===== src/rtl/operand_fetch_stage.sv =====
// -----------------------------------------------------------------------------
// operand_fetch_stage
//
// Operand-fetch pipeline stage sitting between decode and the ALU. It owns the
// writable GPR bank and a fixed, read-only constant bank. For each incoming
// instruction both operands (source and destination) are resolved from either
// bank, selected by the per-instruction rc bit. GPR reads see forwarding from
// the execute stage and write-through from writeback. The resolved operands are
// captured into a single valid/ready output slot feeding execute.
//
// Build option:
//   OPERAND_FWD_EN  defined   : execute-stage result forwarding is active.
//                   undefined : no execute forwarding; an instruction whose GPR
//                               operand matches a pending execute result is
//                               held back (in_ready low) until the hazard clears.
//
// Parameters:
//   DATA_W    operand / register width
//   NUM_REGS  registers per bank (power of two, >= 8)
//   IDX_W     register index width (derived)
//
// Ports:
//   clk, rst_n                      clock, synchronous active-low reset
//   in_valid/in_ready               decode-side handshake
//   in_rc, in_src_idx, in_dst_idx   bank select and operand indices
//   wb_en, wb_idx, wb_data          writeback GPR write port
//   ex_fwd_valid/idx/data           execute-stage result for forwarding
//   out_valid/out_ready             execute-side handshake
//   out_rc, out_src_idx, out_dst_idx registered instruction fields
//   src_val, dst_val                registered resolved operands
// -----------------------------------------------------------------------------
module operand_fetch_stage #(
    parameter int  DATA_W   = 16,
    parameter int  NUM_REGS = 8,
    localparam int IDX_W    = $clog2(NUM_REGS)
) (
    input  logic              clk,
    input  logic              rst_n,
    input  logic              in_valid,
    output logic              in_ready,
    input  logic              in_rc,
    input  logic [IDX_W-1:0]  in_src_idx,
    input  logic [IDX_W-1:0]  in_dst_idx,
    input  logic              wb_en,
    input  logic [IDX_W-1:0]  wb_idx,
    input  logic [DATA_W-1:0] wb_data,
    input  logic              ex_fwd_valid,
    input  logic [IDX_W-1:0]  ex_fwd_idx,
    input  logic [DATA_W-1:0] ex_fwd_data,
    output logic              out_valid,
    input  logic              out_ready,
    output logic              out_rc,
    output logic [IDX_W-1:0]  out_src_idx,
    output logic [IDX_W-1:0]  out_dst_idx,
    output logic [DATA_W-1:0] src_val,
    output logic [DATA_W-1:0] dst_val
);

    // Constant bank: 0, 1, 2, 4, 8, 16, 32, all-ones; anything above 7 reads 0.
    function automatic logic [DATA_W-1:0] const_val(input logic [IDX_W-1:0] idx);
        logic [DATA_W-1:0] v;
        v = '0;
        case (idx)
            IDX_W'(32'd0): v = '0;
            IDX_W'(32'd1): v = DATA_W'(32'd1);
            IDX_W'(32'd2): v = DATA_W'(32'd2);
            IDX_W'(32'd3): v = DATA_W'(32'd4);
            IDX_W'(32'd4): v = DATA_W'(32'd8);
            IDX_W'(32'd5): v = DATA_W'(32'd16);
            IDX_W'(32'd6): v = DATA_W'(32'd32);
            IDX_W'(32'd7): v = '1;
            default:       v = '0;
        endcase
        return v;
    endfunction

    // One operand: constants bypass forwarding; execute result is younger than
    // writeback so it wins when both target the same GPR.
    function automatic logic [DATA_W-1:0] resolve(
        input logic              rc,
        input logic [IDX_W-1:0]  idx,
        input logic [DATA_W-1:0] gpr_val,
        input logic              fwd_v,
        input logic [IDX_W-1:0]  fwd_idx,
        input logic [DATA_W-1:0] fwd_data,
        input logic              wb_v,
        input logic [IDX_W-1:0]  wbi,
        input logic [DATA_W-1:0] wbd
    );
        logic [DATA_W-1:0] v;
        if (rc) begin
            v = const_val(idx);
        end else if (fwd_v && (fwd_idx == idx)) begin
            v = fwd_data;
        end else if (wb_v && (wbi == idx)) begin
            v = wbd;
        end else begin
            v = gpr_val;
        end
        return v;
    endfunction

    logic [DATA_W-1:0] gpr_q [NUM_REGS];
    logic [DATA_W-1:0] gpr_d [NUM_REGS];

    logic              out_valid_q,   out_valid_d;
    logic              out_rc_q,      out_rc_d;
    logic [IDX_W-1:0]  out_src_idx_q, out_src_idx_d;
    logic [IDX_W-1:0]  out_dst_idx_q, out_dst_idx_d;
    logic [DATA_W-1:0] src_val_q,     src_val_d;
    logic [DATA_W-1:0] dst_val_q,     dst_val_d;

    logic              fwd_path_en_s;
    logic              hazard_s;
    logic              accept_s;
    logic [DATA_W-1:0] src_res_s;
    logic [DATA_W-1:0] dst_res_s;

`ifdef OPERAND_FWD_EN
    assign fwd_path_en_s = ex_fwd_valid;
    assign hazard_s      = 1'b0;
`else
    // Without forwarding, a GPR read of a pending execute result must wait.
    assign fwd_path_en_s = 1'b0;
    assign hazard_s      = in_valid && !in_rc && ex_fwd_valid &&
                           ((ex_fwd_idx == in_src_idx) || (ex_fwd_idx == in_dst_idx));
`endif

    assign in_ready = (!out_valid_q || out_ready) && !hazard_s;
    assign accept_s = in_valid && in_ready;

    assign src_res_s = resolve(in_rc, in_src_idx, gpr_q[in_src_idx], fwd_path_en_s,
                               ex_fwd_idx, ex_fwd_data, wb_en, wb_idx, wb_data);
    assign dst_res_s = resolve(in_rc, in_dst_idx, gpr_q[in_dst_idx], fwd_path_en_s,
                               ex_fwd_idx, ex_fwd_data, wb_en, wb_idx, wb_data);

    // GPR bank next state: writeback is independent of pipeline flow.
    always_comb begin
        gpr_d = gpr_q;
        if (wb_en) begin
            gpr_d[wb_idx] = wb_data;
        end else begin
            gpr_d = gpr_q;
        end
    end

    // Output slot next state: load on accept, drain on consume, else hold.
    always_comb begin
        out_valid_d   = out_valid_q;
        out_rc_d      = out_rc_q;
        out_src_idx_d = out_src_idx_q;
        out_dst_idx_d = out_dst_idx_q;
        src_val_d     = src_val_q;
        dst_val_d     = dst_val_q;
        if (accept_s) begin
            out_valid_d   = 1'b1;
            out_rc_d      = in_rc;
            out_src_idx_d = in_src_idx;
            out_dst_idx_d = in_dst_idx;
            src_val_d     = src_res_s;
            dst_val_d     = dst_res_s;
        end else if (out_valid_q && out_ready) begin
            out_valid_d = 1'b0;
        end else begin
            out_valid_d = out_valid_q;
        end
    end

    // State registers with synchronous active-low reset.
    always_ff @(posedge clk) begin
        if (!rst_n) begin
            for (int i = 0; i < NUM_REGS; i++) begin
                gpr_q[i] <= '0;
            end
            out_valid_q   <= 1'b0;
            out_rc_q      <= 1'b0;
            out_src_idx_q <= '0;
            out_dst_idx_q <= '0;
            src_val_q     <= '0;
            dst_val_q     <= '0;
        end else begin
            gpr_q         <= gpr_d;
            out_valid_q   <= out_valid_d;
            out_rc_q      <= out_rc_d;
            out_src_idx_q <= out_src_idx_d;
            out_dst_idx_q <= out_dst_idx_d;
            src_val_q     <= src_val_d;
            dst_val_q     <= dst_val_d;
        end
    end

    assign out_valid   = out_valid_q;
    assign out_rc      = out_rc_q;
    assign out_src_idx = out_src_idx_q;
    assign out_dst_idx = out_dst_idx_q;
    assign src_val     = src_val_q;
    assign dst_val     = dst_val_q;

endmodule


===== config.mk =====
export PLATFORM = sky130hd
export DESIGN_NAME = operand_fetch_stage
export DESIGN_NICKNAME = d
export VERILOG_FILES = /design/src/rtl/operand_fetch_stage.sv
export SDC_FILE = /design/constraint.sdc
export NUM_CORES = 1
export LEC_CHECK = 0
export CAP_MARGIN = 20
export CORE_ASPECT_RATIO = 0.75
export CORE_MARGIN = 2
export CORE_UTILIZATION = 50
export CTS_CLUSTER_DIAMETER = 80
export DETAILED_ROUTE_END_ITERATION = 8
export GPL_TIMING_DRIVEN = 1
export PLACE_DENSITY = 0.71
export SLEW_MARGIN = 20
export SYNTH_ARGS = -nofsm -noshare
export SYNTH_HDL_FRONTEND = slang
export SYNTH_SLANG_ARGS = --single-unit

===== constraint.sdc =====
create_clock -name clk -period 2 [get_ports clk]
set_clock_uncertainty 0.2 [all_clocks]
set_input_delay 0.2 -clock clk [delete_from_list [all_inputs] [get_ports clk]]
set_output_delay 0.2 -clock clk [all_outputs]
set_load 0.05 [all_outputs]

==> summary.txt, run 1 <==
Final layout
  • Area Overhead vs Synth: 23.2%
  • Diodes inserted: 0
  • Fin cells: 1443
  • # nets final: 1240
  • Fillers: 1602
  • Share of cells above drive strength 1: 0.150

Global routing
  • Vias in the first global route: 8018
  • Global Route Usage Sum: 0.297
  • Pin count of the biggest net entering global routing: 71
  • Grt total ovfl: 0
  • Initial antenna violation count: 0
  • First-pass GRT wire length: 45000 um

Power
  • Clock power frac: 0.398
  • Sw Ratio: 0.295
  • Pwr dens: 716 nW/um2
  • Int Power: 5.82 mW
  • VDD IR-drop max: 0.000485 V
  • Combinational power share: 0.173
  • Sw power: 2.44 mW
  • Lkg Pwr: 4.72 nW
  • Tot Pwr: 8.26 mW
  • Sequential share of power: 0.429

Worst setup path
  • Worst R2R Path Depth: 7
  • Crit end category: output port
  • Buf+Inv Stages, Crit Path: 1
  • Critical path's slowest cell: clkdlybuf4s50_1
  • Setup CP Type: reg2out
  • CP cell instances: clkdlybuf4s50_1
  • Reg2Reg Capture Point: out_dst_idx[1]
  • Stages on the worst setup path: 1
  • Worst setup path end: dst_val[8]
  • CP peak stage delay: 800 ps
  • Reg-to-reg critical path startpoint: out_valid
  • Worst path arrival time: 1570 ps
  • Top delay family on crit path: buffers and inverters
  • Critical-path maximum fanout: 2
  • Critical Path Start: dst_val[8]
  • R2R Setup Slk: 140 ps
  • CP required: 1600 ps
  • Crit path launch type: flop

Clock network
  • Skew-Pair Late Insertion Delay: 440 ps
  • H-tree levels: 4
  • Postcts setup bufs: 0
  • CTS tree: done
  • Root Buffer: clkbuf_16
  • Worst-path clk slew: 70 ps
  • Clk sink count: 168
  • CTS buffer count: 17
  • Longest Clk Path Bufs: 2

Logic synthesis
  • Number of flops mapped to enable cells by yosys: 0
  • Synth warn: 0
  • Syn Std Cell Area: 9360 um2
  • Share of the synthesized area in the top cell type: 0.359
  • Area leader, netlist: dfxtp_1
  • Register bit total from synthesis: 168
  • Top post-synthesis cells by area: dfxtp_1 36%, nand2_1 11%, a21boi_0 10%, mux4_1 9.0%, mux2i_1 7.2%
  • Dominant synthesized flop cell: dfxtp_1
  • Mapped Nets: 1126
  • Mean Syn Cell Area: 8.76 um2
  • Synth cell types: 44
  • Cells after Synth: 1069
  • Post-synth ARST share: 0
  • Register area share after synthesis: 0.359

Drt
  • Post-Route WL: 29300 um
  • Post-route ant nets: 0
  • Detailed router's first-iteration violation count: 915
  • WL per Instance: 20.3 um
  • Via count: 8468
  • Vias/cell: 5.87
  • DR pass1 iterations: 5
  • DRC: 0

Place
  • Pre-CTS WS: -456 ps
  • I/O Buffers: 75
  • Routability cong.: 0.880
  • Dpl hpwl: 20500 um
  • Cell total after placement: 1410

Timing
  • Worst rel slew slack: 0.597
  • Max Clock Freq: 506 MHz
  • Setup-failing EPs final: 0
  • Final critical-path share of the clock period: 0.987
  • Final hold vios: 0
  • Max Slew Vio Count: 0
  • Unrepaired setup endpoints after global routing: no
  • Least-Margin Pin Slew: 603 ps
  • Final min period: 1970 ps
  • Smallest setup slack after layout: 25.1 ps

Floorplanning
  • Site Rows: 43
  • Die Area: 19800 um2
  • Core Box Area: 18400 um2
  • Die height: 123 um
  • Initial Utilization: 0.509
  • Chip width: 162 um
  • Ports: 92

Flow run
  • Number of max-cap violations: 0

Status
  • Status: finished, final reports clean

Worst hold path
  • HP Class: in2reg
-- cells in the final DEF, fill, tap and decap left out, types with 14 or more instances in the layout --
cell / n
dlygate4sd2_1: 22
nand3_1: 14
clkdlybuf4s50_1: 27
buf_12: 20
or3_1: 30
dlymetal6s2s_1: 22
nor2_1: 39
nor2b_1: 43
a21oi_1: 15
o22ai_1: 33
nor3_1: 32
mux2i_1: 67
nand2_1: 269
mux4_1: 32
buf_4: 102
clkbuf_16: 17
o21ai_0: 29
a21boi_0: 128
dfxtp_1: 168
-- sequential cells by signal, summed over array words and instances, names as in the netlist --
signal / cells
out_valid: 1
out_dst_idx: 3
out_rc: 1
out_src_idx: 3
src_val: 16
gpr_q: 128
dst_val: 16
-- repair_timing --
action	in CTS	in global routing
resized for setup	25	27
setup endpoints to repair	23	48
hold buffers	1	0
pin swaps	0	3
endpoints found under the hold margin	18	0
-- through the flow --
step	utilization	TNS (ps)	hold WS (ps)	instance area (um2)
after detailed placement	0.591	-16790	261	10900
after global routing	0.627	0	61.1	11500
after global placement	0.591	-14170	256	10900
final	0.627	0	46.8	11500
after CTS	0.622	-81.2	41.1	11500
after floorplan	-	0	247	9370
-- cells in the mapped netlist (all sizes together) (30+ instances only) --
cell type,number
nand2,269
o21ai,30
nor3,35
dfxtp,168
a21boi,128
mux2i,67
buf,39
clkbuf,62
mux4,32
or3,30
nor2b,43
nor2,39
o22ai,34
-- power groups by stage --
stage | logic (mW) | clock network, mW | registers (mW)
floorplan | 0.687 | 0 | 3.81
global placement | 1.41 | 0 | 3.61
detailed placement | 1.42 | 0 | 3.61
CTS | 1.41 | 3.32 | 3.54
global route | 1.50 | 3.45 | 3.55
finish | 1.43 | 3.29 | 3.54
-- layout make-up --
class / instances / area (um2) / share of cell area
clock buffers: 18 / 439 / 0.0381
clock inverters: 14 / 138 / 0.0119
inverters: 4 / 15.0 / 0.00130
multi-input cells: 794 / 5330 / 0.462
flip-flops and latches: 168 / 3360 / 0.291
well taps: 247 / 309 / 0.0268
repair buffers: 198 / 1950 / 0.169
-- tightest hold or removal path: cells and delay by family --
family / cells / cell delay [ps]
simple gates: 1 / 70
compound gates: 1 / 70
buf+inv: 2 / 290
-- worst min path at each step --
stage	from	to	slack, ps	cells past startpoint
2_1_floorplan	gpr_q[100]	gpr_q[100]	250	2
3_3_place_gp	gpr_q[107]	gpr_q[107]	260	2
3_5_place_dp	gpr_q[107]	gpr_q[107]	260	2
4_1_cts	in_src_idx[0]	src_val[4]	40	4
5_1_grt	in_src_idx[0]	src_val[4]	60	4
6_report	in_src_idx[0]	src_val[4]	50	4
-- routing by layer --
| layer | vias to the layer above | share of wire | routed length [um] | global-route usage |
|---|---|---|---|---|
| met1 | 4073 | 0.44 | 12900 | 0.410 |
| met3 | 58 | 0.092 | 2680 | 0.0754 |
| met4 | 0 | 0.022 | 642 | 0.0913 |
| li1 | 3946 | - | - | - |
| met5 | - | 0 | 0 | 0 |
| met2 | 391 | 0.45 | 13100 | 0.460 |
-- cells by family after synthesis --
family                     after synthesis  share of synthesized area
DFF                                    168                      0.359
and+or+nand+nor                        448                      0.213
muxes                                  103                      0.166
AOI/OAI and AO/OA                      225                      0.164
xor gates and xnor gates                12                     0.0112
buffers and inverters                  107                     0.0780
adders and majority gates                6                    0.00802
Note: power is estimated with default switching activity, not from simulation.
==> run 2, diff against run 1 <==
- SKIP_CTS_REPAIR_TIMING: not set -> 1
==> run 2 against run 1 <==
  * The run now ends with negative setup slack left
  * Routed wire length up 1.6%
  * Critical endpoint is now in_ready
  * Via count up 0.31%
  * Clock power about the same
  * Fmax down 4.4%
  * Combinational power up 3%
  * Non-clock buffer count up 2
==> summary.txt, run 2 (synthesis results as in run 1) <==
Drt
  • Met2 wire len: 13300 um
  • WL per Instance: 20.6 um
  • Uppermost layer routed: met4
  • Met1 wire length: 12900 um
  • Post-Route WL: 29800 um
  • Met3 routed WL: 2940 um
  • Post-route ant nets: 0
  • Vias/cell: 5.88
  • Detailed router's first-iteration violation count: 995
  • Via count: 8494
  • DRC: 0
  • DR pass1 iterations: 7

Timing
  • Hold Slack: 44.7 ps
  • Final min period: 2070 ps
  • Max Clock Freq: 484 MHz
  • Max Slew Vio Count: 0
  • Final critical-path share of the clock period: 1.03
  • Setup-failing EPs final: 1
  • Unrepaired setup endpoints after global routing: yes
  • Least-Margin Pin Slew: 592 ps
  • Worst rel slew slack: 0.604
  • Smallest setup slack after layout: -66.9 ps
  • Final hold vios: 0

Place
  • Dpl hpwl: 20500 um
  • Routability cong.: 0.880
  • I/O Buffers: 75
  • Cell total after placement: 1410
  • Pre-CTS WS: -456 ps

Floorplanning
  • Site Rows: 43
  • Die Area: 19800 um2
  • Chip width: 162 um
  • Core Box Area: 18400 um2
  • Die height: 123 um
  • Ports: 92
  • Initial Utilization: 0.509

Global routing
  • Pin count of the biggest net entering global routing: 71
  • Global Route Usage Sum: 0.296
  • Vias in the first global route: 8007
  • First-pass GRT wire length: 44900 um
  • Grt total ovfl: 0
  • Initial antenna violation count: 0

Final layout
  • Fin cells: 1445
  • Max reg flops: 128
  • Register with the most flip-flops: gpr_q
  • Share of cells above drive strength 1: 0.151
  • # nets final: 1242
  • Most frequent cells in the layout: 269 x nand2_1, 168 x dfxtp_1, 128 x a21boi_0, 101 x buf_4, 67 x mux2i_1
  • Diodes inserted: 0
  • Most common cell after layout, fill and taps aside: nand2_1
  • Area Overhead vs Synth: 24.5%
  • Utilization after layout: 0.633

Clock network
  • Skew-Pair Late Insertion Delay: 440 ps
  • H-tree levels: 4
  • Root Buffer: clkbuf_16
  • Longest Clk Path Bufs: 2
  • Clk sink count: 168
  • CTS tree: done
  • CTS buffer count: 17
  • Worst-path clk slew: 70 ps

Power
  • VDD IR-drop max: 0.000487 V
  • Combinational power share: 0.178
  • Tot Pwr: 8.32 mW
  • Pwr dens: 714 nW/um2
  • Clock power frac: 0.396
  • Sw power: 2.46 mW
  • Sw Ratio: 0.296
  • Int Power: 5.86 mW
  • Lkg Pwr: 4.98 nW
  • Sequential share of power: 0.426

Worst setup path
  • Critical-path maximum fanout: 2
  • Crit end category: output port
  • Worst path arrival time: 1670 ps
  • Crit path launch type: input pin
  • Setup CP Type: in2out
  • CP required: 1600 ps
  • Worst R2R Path Depth: 7

Flow run
  • Number of max-cap violations: 0

Worst hold path
  • Hold Crit Depth: 4
  • HP Class: in2reg

Status
  • Status: finished with violations
  • Failing checks: negative setup slack
==> run 2: path summary, 6_finish.rpt <==
kind / from / to / slack [ps]
worst max-delay path: ex_fwd_idx[2] / in_ready / -70
worst min-delay path: in_src_idx[0] / src_val[4] / 40
worst min register to register: gpr_q[87] / gpr_q[87] / 270
worst max register to register: out_valid / out_dst_idx[1] / 170
==> run 2: through the flow <==
stage | cell area, um2 | setup TNS, ps
2_1_floorplan | 9370 | 0
3_3_place_gp | 10900 | -14170
3_5_place_dp | 10900 | -16790
4_1_cts | 11500 | -658
5_1_grt | 11700 | -146
6_report | 11700 | -66.9
==> run 2: final cells by class <==
type                            instances  area, um2
Timing Repair Buffer                  200       2080
Tap cell                              247        309
Sequential cell                       168       3360
Clock inverter                         14        138
Clock buffer                           18        439
Fill cell                            1575       6750
Inverter                                4       15.0
Multi-Input combinational cell        794       5310
==> run 2: metal layers <==
metal  vias to the layer above  GRT usage
met5                         -          0
met4                         0     0.0913
met3                        55     0.0754
met2                       428      0.458
met1                      4062      0.410
li1                       3949          -
==> run 2: power by group through the flow <==
| stage | logic [mW] | clock network, mW | registers (mW) |
|---|---|---|---|
| after global placement | 1.41 | 0 | 3.61 |
| after floorplan | 0.687 | 0 | 3.81 |
| after global routing | 1.55 | 3.45 | 3.55 |
| final | 1.48 | 3.30 | 3.54 |
| after detailed placement | 1.42 | 0 | 3.61 |
| after CTS | 1.43 | 3.32 | 3.54 |
==> run 2: worst max-delay path: stages <==
cell	delay, ps
clkdlybuf4s50_1	510
xor2_1	220
nor4_2	80
buf_4	150
buf_4	120
nor3_2	180
buf_6	200
==> run 3, diff against run 2 <==
- CORE_MARGIN: 2 -> 5
- PLACE_DENSITY: 0.71 -> not set
- PLACE_DENSITY_LB_ADDON: not set -> 0.12
==> run 3 against run 2 <==
  * The flow still finishes with violations (negative setup slack)
  * First-iteration DRC count fell by 13%
  * Critical path type unchanged
  * Worst setup slack got worse by 41 ps
  * Largest cell class unchanged
  * Fmax fell by 1.9%
  * Critical endpoint unchanged
  * Sequential share of layout area fell by 0.33 points
  * Critical path depth fell by 1
  * Highest routed layer unchanged
  * Sequential cell count did not move
  * Routed wire length rose by 5.1%
  * Clock power rose by 2%
  * Non-clock buffer count rose by 2
  * Worst hold slack improved by 210 ps
==> summary.txt, run 3 (synthesis results as in run 1) <==
Status
  • Status: finished with violations
  • Failing checks: negative setup slack

Timing
  • Final critical-path share of the clock period: 1.05
  • Smallest setup slack after layout: -107 ps
  • Final hold vios: 0
  • Max Clock Freq: 475 MHz
  • Least-Margin Pin Slew: 578 ps
  • Max Slew Vio Count: 0
  • Setup-failing EPs final: 1
  • Setup_tns: -107 ps
  • Unrepaired setup endpoints after global routing: yes
  • Final min period: 2110 ps
  • Worst rel slew slack: 0.614

Clock network
  • Root Buffer: clkbuf_16
  • Skew-Pair Late Insertion Delay: 440 ps
  • Worst-path clk slew: 70 ps
  • CTS tree: done
  • H-tree levels: 4
  • Clk sink count: 168
  • CTS buffer count: 17
  • Longest Clk Path Bufs: 2

Final layout
  • Most frequent cells in the layout: 269 x nand2_1, 168 x dfxtp_1, 128 x a21boi_0, 98 x buf_4, 67 x mux2i_1
  • Area Overhead vs Synth: 25.9%
  • Max reg flops: 128
  • Diodes inserted: 0
  • Most common cell after layout, fill and taps aside: nand2_1
  • # nets final: 1244
  • Fillers: 1546
  • FF+latch area: 3360 um2
  • Register with the most flip-flops: gpr_q
  • Share of cells above drive strength 1: 0.158
  • Area taken by multi-input logic gates: 5370 um2

Place
  • Dpl hpwl: 21400 um
  • Pre-CTS WS: -478 ps
  • Routability cong.: 0.891
  • I/O Buffers: 75

Floorplanning
  • Die Area: 21600 um2
  • Site Rows: 43
  • Die height: 129 um
  • Chip width: 168 um
  • Core Box Area: 18500 um2
  • Ports: 92
  • Initial Utilization: 0.507

Power
  • VDD IR-drop max: 0.000436 V
  • Lkg Pwr: 5.03 nW
  • Pwr dens: 715 nW/um2

Worst setup path
  • Critical path's slowest cell: clkdlybuf4s50_1
  • CP required: 1600 ps
  • CP peak stage delay: 460 ps
  • Worst path arrival time: 1710 ps
  • Setup CP Type: in2out
  • Crit end category: output port
  • Critical-path maximum fanout: 2
  • CP cell instances: clkdlybuf4s50_1 -> nand3b_1 -> nor4_4 -> buf_4 -> nor3_4 -> buf_6
  • Crit path launch type: input pin

Global routing
  • First-pass GRT wire length: 46800 um
  • Pin count of the biggest net entering global routing: 70
  • Grt total ovfl: 0
  • Vias in the first global route: 8091
  • Initial antenna violation count: 0
  • Global Route Usage Sum: 0.283

Drt
  • DR pass1 iterations: 6
  • Detailed router's first-iteration violation count: 870
  • Via count: 8484
  • WL per Instance: 21.6 um
  • Post-Route WL: 31300 um
  • Post-route ant nets: 0
  • DRC: 0
  • Vias/cell: 5.86

Worst hold path
  • HP Class: in2reg

Flow run
  • Number of max-cap violations: 0
run 3: cell types whose count changed in the layout (fill, tap and decap cells not counted), moves of 3 or more:
cell / previous run / this run
xnor2_1: 6 / 3
xnor2_2: 0 / 3
inv_6: 5 / 2
buf_4: 101 / 98
buf_12: 20 / 24
run 3: per-stage QoR:
stage | cells | power [mW] | hold WS [ps] | cell area [um2] | utilization
2_1_floorplan | 1069 | 4.49 | 247 | 9370 | -
3_3_place_gp | 1412 | 5.07 | 254 | 10900 | 0.593
3_5_place_dp | 1412 | 5.08 | 263 | 10900 | 0.593
4_1_cts | 1444 | 8.38 | -41.4 | 11500 | 0.625
5_1_grt | 1447 | 8.68 | 277 | 11800 | 0.639
6_report | 1447 | 8.43 | 254 | 11800 | 0.639
run 3: layer usage:
| layer | GRT usage | vias up | share of wire |
|---|---|---|---|
| met5 | 0 | - | 0 |
| met4 | 0.0835 | 0 | 0.025 |
| met3 | 0.0507 | 70 | 0.085 |
| met2 | 0.461 | 396 | 0.47 |
| met1 | 0.390 | 4072 | 0.42 |
| li1 | - | 3946 | - |
run 3: worst max-delay path: cells and delay by family:
kind	cells	cell delay (ps)
AND/OR/NAND/NOR	3	710
buffers and inverters	3	800
run 3: area by class of cell:
class                           count  area share
Inverter                            4     0.00127
Sequential cell                   168       0.285
Multi-Input combinational cell    794       0.456
Timing Repair Buffer              202       0.182
Clock buffer                       19      0.0376
Tap cell                          247      0.0262
Clock inverter                     13      0.0123
run 3: path summary, 6_finish.rpt:
kind / cells after the start / slack (ps) / from / to
min: 5 / 250 / in_dst_idx[0] / out_dst_idx[0]
min reg2reg: 2 / 270 / gpr_q[83] / gpr_q[83]
max: 6 / -110 / in_rc / in_ready
max reg2reg: 7 / 150 / out_valid / out_src_idx[2]
run 3: power breakdown:
group	leakage (nW)	switching (mW)	total, mW	internal (mW)
combinational	3.38	0.881	1.52	0.642
clock	0.286	1.48	3.36	1.89
sequential	1.37	0.0787	3.54	3.46
